[src/rtl/rx_gain_spi_mc_if.sv]
// rx_gain_spi_mc_if: command handshake bundle for the receive-gain serial loader
interface rx_gain_spi_mc_if #(
    parameter int WORD_W = 16,
    parameter int NCH    = 4
);
    logic                    cmd_valid;
    logic                    cmd_ready;
    logic [WORD_W-1:0]       cmd_data;
    logic [$clog2(NCH)-1:0]  cmd_ch;
    logic                    cmd_bcast;
    modport master (output cmd_valid, cmd_data, cmd_ch, cmd_bcast, input cmd_ready);
    modport slave  (input cmd_valid, cmd_data, cmd_ch, cmd_bcast, output cmd_ready);
endinterface

[src/rtl/rx_gain_spi_mc.sv]
// rx_gain_spi_mc: shifts a gain word to serial attenuators, then pulses the selected latch enable(s)
module rx_gain_spi_mc #(
    parameter int WORD_W    = 16,
    parameter int DIV       = 32,
    parameter int LE_CYCLES = 32,
    parameter int NCH       = 4,
    parameter int MSB_FIRST = 0
) (
    input  logic               clk,
    input  logic               rst,
    rx_gain_spi_mc_if.slave    cmd,
    output logic               gain_si_o,
    output logic               gain_clk_o,
    output logic [NCH-1:0]     gain_le_o,
    output logic               busy,
    output logic               done,
    output logic               err
);
    localparam int CW = $clog2(NCH);
    localparam int PW = $clog2(2*DIV);
    localparam int BW = $clog2(WORD_W);
    localparam int LW = $clog2(LE_CYCLES+1);
    typedef enum logic [1:0] {IDLE, SHIFT, LATCH} state_t;
    state_t            state, state_n;
    logic [WORD_W-1:0] sr, sr_n;
    logic [PW-1:0]     ph, ph_n;
    logic [BW-1:0]     bc, bc_n;
    logic [LW-1:0]     lc, lc_n;
    logic [CW-1:0]     ch, ch_n;
    logic              bcast, bcast_n;
    logic              si_n, sclk_n, done_n, err_n;
    logic [NCH-1:0]    le_n;
    logic              accept, bad, bit_end;
    assign cmd.cmd_ready = state == IDLE;
    assign busy          = state != IDLE;
    assign accept        = cmd.cmd_valid && cmd.cmd_ready;
    assign bad           = !bcast && ({1'b0, ch} >= (CW+1)'(NCH));
    assign bit_end       = ph == PW'(2*DIV-1);
    // next-state and next-output logic; SI advances on the edge that drops SCLK
    always_comb begin
        state_n = state;
        sr_n    = sr;
        ph_n    = ph;
        bc_n    = bc;
        lc_n    = lc;
        ch_n    = ch;
        bcast_n = bcast;
        si_n    = gain_si_o;
        sclk_n  = gain_clk_o;
        le_n    = gain_le_o;
        done_n  = 1'b0;
        err_n   = 1'b0;
        case (state)
            IDLE: if (accept) begin
                state_n = SHIFT;
                sr_n    = cmd.cmd_data;
                ch_n    = cmd.cmd_ch;
                bcast_n = cmd.cmd_bcast;
                ph_n    = '0;
                bc_n    = '0;
                sclk_n  = 1'b0;
                si_n    = (MSB_FIRST != 0) ? cmd.cmd_data[WORD_W-1] : cmd.cmd_data[0];
            end
            SHIFT: begin
                ph_n = bit_end ? '0 : ph + 1'b1;
                if (ph == PW'(DIV-1)) sclk_n = 1'b1;
                if (bit_end) begin
                    sclk_n = 1'b0;
                    bc_n   = bc + 1'b1;
                    sr_n   = (MSB_FIRST != 0) ? sr << 1 : sr >> 1;
                    si_n   = (MSB_FIRST != 0) ? sr[WORD_W-2] : sr[1];
                    if (bc == BW'(WORD_W-1)) begin
                        state_n = LATCH;
                        si_n    = 1'b0;
                        lc_n    = '0;
                        le_n    = bcast ? '1 : bad ? '0 : NCH'(1) << ch;
                    end
                end
            end
            LATCH: begin
                lc_n = lc + 1'b1;
                if (lc == LW'(LE_CYCLES-1)) begin
                    state_n = IDLE;
                    le_n    = '0;
                    done_n  = 1'b1;
                    err_n   = bad;
                end
            end
            default: state_n = IDLE;
        endcase
    end
    // state and registered outputs; reset abandons any transfer immediately
    always_ff @(posedge clk or posedge rst) begin
        if (rst) begin
            state      <= IDLE;
            sr         <= '0;
            ph         <= '0;
            bc         <= '0;
            lc         <= '0;
            ch         <= '0;
            bcast      <= 1'b0;
            gain_si_o  <= 1'b0;
            gain_clk_o <= 1'b0;
            gain_le_o  <= '0;
            done       <= 1'b0;
            err        <= 1'b0;
        end else begin
            state      <= state_n;
            sr         <= sr_n;
            ph         <= ph_n;
            bc         <= bc_n;
            lc         <= lc_n;
            ch         <= ch_n;
            bcast      <= bcast_n;
            gain_si_o  <= si_n;
            gain_clk_o <= sclk_n;
            gain_le_o  <= le_n;
            done       <= done_n;
            err        <= err_n;
        end
    end
endmodule

[src/flat_wrapper.sv]
// flat-port wrapper written by rule: the top's interface ports become plain ports
module rx_gain_spi_mc_flat 
#(
    parameter int WORD_W    = 16,
    parameter int DIV       = 32,
    parameter int LE_CYCLES = 32,
    parameter int NCH       = 4,
    parameter int MSB_FIRST = 0
)
  (clk, rst, gain_si_o, gain_clk_o, gain_le_o, busy, done, err, cmd_cmd_valid, cmd_cmd_data, cmd_cmd_ch, cmd_cmd_bcast, cmd_cmd_ready);
  rx_gain_spi_mc_if #(.WORD_W(WORD_W), .NCH(NCH)) cmd_i ();
  input  logic clk;
  input  logic rst;
  output logic gain_si_o;
  output logic gain_clk_o;
  output logic [NCH-1:0] gain_le_o;
  output logic busy;
  output logic done;
  output logic err;
  input wire logic [$bits(cmd_i.cmd_valid)-1:0] cmd_cmd_valid;
  input wire logic [$bits(cmd_i.cmd_data)-1:0] cmd_cmd_data;
  input wire logic [$bits(cmd_i.cmd_ch)-1:0] cmd_cmd_ch;
  input wire logic [$bits(cmd_i.cmd_bcast)-1:0] cmd_cmd_bcast;
  output wire logic [$bits(cmd_i.cmd_ready)-1:0] cmd_cmd_ready;
  assign cmd_i.cmd_valid = cmd_cmd_valid;
  assign cmd_i.cmd_data = cmd_cmd_data;
  assign cmd_i.cmd_ch = cmd_cmd_ch;
  assign cmd_i.cmd_bcast = cmd_cmd_bcast;
  assign cmd_cmd_ready = cmd_i.cmd_ready;
  rx_gain_spi_mc #(.WORD_W(WORD_W), .DIV(DIV), .LE_CYCLES(LE_CYCLES), .NCH(NCH), .MSB_FIRST(MSB_FIRST)) u_core (.clk(clk), .rst(rst), .cmd(cmd_i), .gain_si_o(gain_si_o), .gain_clk_o(gain_clk_o), .gain_le_o(gain_le_o), .busy(busy), .done(done), .err(err));
endmodule
[config.mk]
export PLATFORM = sky130hd
export DESIGN_NAME = rx_gain_spi_mc_flat
export DESIGN_NICKNAME = d
export VERILOG_FILES = /design/src/rtl/rx_gain_spi_mc_if.sv /design/src/rtl/rx_gain_spi_mc.sv /design/src/flat_wrapper.sv
export SDC_FILE = /design/constraint.sdc
export NUM_CORES = 1
export LEC_CHECK = 0
export ABC_AREA = 1
export BUFFER_PORTS_ARGS = -buffer_cell sky130_fd_sc_hd__buf_4
export CELL_PAD_IN_SITES_DETAIL_PLACEMENT = 0
export CELL_PAD_IN_SITES_GLOBAL_PLACEMENT = 1
export CORE_MARGIN = 10
export CORE_UTILIZATION = 30
export DETAILED_ROUTE_END_ITERATION = 7
export PLACE_DENSITY_LB_ADDON = 0.1
export SKIP_CTS_REPAIR_TIMING = 1
export SLEW_MARGIN = 20
export SYNTH_ARGS = -nofsm -noshare
export SYNTH_HDL_FRONTEND = slang
export SYNTH_SLANG_ARGS = --single-unit
[constraint.sdc]
create_clock -name clk -period 5.18 [get_ports clk]
set_clock_uncertainty 0.1 [all_clocks]
set_input_delay 0.259 -clock clk [delete_from_list [all_inputs] [get_ports clk]]
set_output_delay 0.259 -clock clk [all_outputs]
set_load 0.02 [all_outputs]
==> out/qor.csv <==
metric,value,unit
antenna_found_initial,0,
drive_gt1_share,13.61,%
cp_slowest_cell,a21oi_4,
grt_overflow,0,
yosys.cell_types.count,26,
arrival,2.77,ns
row_count,31,
io_pins,32,
syn_area_per_cell,7.737,sq um
synth_edf_count,0,
core_area,0.007253,sq mm
diodes,0,
synth_area,0.002236,sq mm
ys_ff_latch,43,
die_x,106.3,um
clkTransAtPathRegs,0.07,ns
clock_sinks,43,
grt_pass1_vias,1748,
tns,0,ns
insertion_delay,0.29,ns
ir_drop,0.0001644,V
die_y,106.3,um
powerDensity,518.2,mW/mm^2
synth_fp_nets,317,
routed_wl,4869,um
yosys_warnings,0,
drc_errors,0,
worstPathCellList,inv_1 -> ha_1 -> inv_2 -> o21ai_4 -> inv_2 -> a21oi_4 -> o21ai_0,
max_slew.worst_pin.slew,0.7294,ns
status,completed,
nets,345,
leakage,1.290,nW
cts_tree,done,
wl_per_cell,11.73,um
dpl.hpwl,3455,um
num_vias,1815,
path_buf_inv,3,
final_cell_mix,"nand2_1 (98), dfrtp_1 (43), inv_1 (31), buf_4 (31), o21ai_0 (29)",
final_common_cell,nand2_1,
worstSetupPathType,flop to flop,
cpMostUsedCell,inv_2,
antenna_left,0,
viasPerCell,4.373,
ys_async_sr_fraction,100.0,%
setup_ws,2.454,ns
hold_violations,0,
cp.required,5.22,ns
clock-root-buffer,clkbuf_8,
gp_congestion,0.7090,
start_util,30.83,%
crit_path_end_kind,flop,
fin_hold_ws,0.002789,ns
cts_buffer_depth,2,
drv_cap,0,
syn_to_final_growth,16.73,%
cp-start-kind,flop,
max_stage_delay,0.58,ns
drv_slew,0,
fmaxAchievable,366.8,MHz
grt_max_degree,44,
io_buffers,30,
postSynthCellCount,289,
dieArea,0.01131,sq mm
first_pass_iters,4,
grt_usage,8.889,%
cp_top_family,compound AO/OA/AOI/OAI gates,
rsz0062_at_grt,no,
synth_flop_cell,dfrtp_1,
cts_made_buffers,5,
grt_pass1_wl,8342,um
crit_fanout,32,
final.min_clock_period,2.726,ns
post-route-period-util,52.63,%
pre_cts_slack,2.408,ns
maxSlewHeadroom,51.27,%
setup_viol,0,
ys_seq_area_share,48.13,%
htreeDepth,2,
drt_iter0_drc,85,
min_path_type,primary input to async pin,
[worst reg2reg max path, stage by stage (launching register included)]
cell,delay [ns]
dfrtp_1,0.39
inv_1,0.08
ha_1,0.48
inv_2,0.35
o21ai_4,0.32
inv_2,0.11
a21oi_4,0.58
o21ai_0,0.17
[cells in the mapped netlist (4+ instances only)]
master,instances,area [sq um]
o21ai_1,11,55.05
clkbuf_1,4,15.01
buf_4,4,30.03
nand4_1,7,43.79
nor2_1,11,41.29
ha_1,6,75.07
a21oi_1,6,30.03
nand2_1,98,367.9
dfrtp_1,43,1076
nand3_1,17,85.08
inv_1,32,120.1
o21ai_0,29,145.1
[final cells by class]
cell class	instances	area, sq um
fillers	780	4643
flip-flops and latches	43	1076
multi-input cells	202	977.2
repair buffers	31	232.7
inverters	34	127.6
well taps	99	123.9
clock buffers	6	72.57
[worst paths after layout]
path,startpoint,cells after the start,slack [ns],end
max in group asynchronous,rst,3,4.58,u_core.gain_le_o[3]
min,rst,3,0.003,u_core.sr[10]
max reg2reg,u_core.state[1],7,2.45,u_core.sr[8]
min reg2reg,u_core.gain_le_o[2],2,0.39,u_core.gain_le_o[2]
min in group clk,cmd_cmd_bcast,3,0.08,u_core.bcast
max,u_core.state[1],7,2.45,u_core.sr[8]
[kinds of logic after synthesis]
kind of cell	share of synthesized area (%)
buf+inv	8.170
flops	48.13
simple gates	25.63
xor+xnor	0.7836
other cells	0.1677
fa+ha+maj	3.357
compound gates	13.77
[sequential cells by signal, summed over array words and instances (netlist names), 2 cells and up]
name              cells
u_core.ph             6
u_core.lc             6
u_core.bc             4
u_core.sr            15
u_core.state          2
u_core.ch             2
u_core.gain_le_o      4
[metrics by stage]
step | utilization [%] | cell area, sq um | power [mW] | std cells
6_report | 35.98 | 2610 | 1.352 | 415
4_1_cts | 35.98 | 2610 | 1.379 | 415
2_1_floorplan | - | 2236 | 1.011 | 289
3_5_place_dp | 34.98 | 2537 | 1.176 | 409
3_3_place_gp | 34.98 | 2537 | 1.177 | 409
5_1_grt | 35.98 | 2610 | 1.495 | 415
[layer usage]
metal  routed length (um)  part of all wire, %  GRT usage (%)  up-vias
li1                     -                    -              -      972
met3                  167                  3.4          2.778        5
met2                 2102                   43          13.25       24
met4                   57                  1.2          2.901        0
met5                    0                    0              0        -
met1                 2542                   52          11.91      814
[power by group]
group / switching (mW) / internal, mW / leakage, nW
combinational: 0.431 / 0.213 / 0.694
sequential: 0.0584 / 0.453 / 0.559
clock: 0.108 / 0.0901 / 0.0371
total: 0.597 / 0.755 / 1.29
No activity file was read; power rests on OpenSTA's default activity.
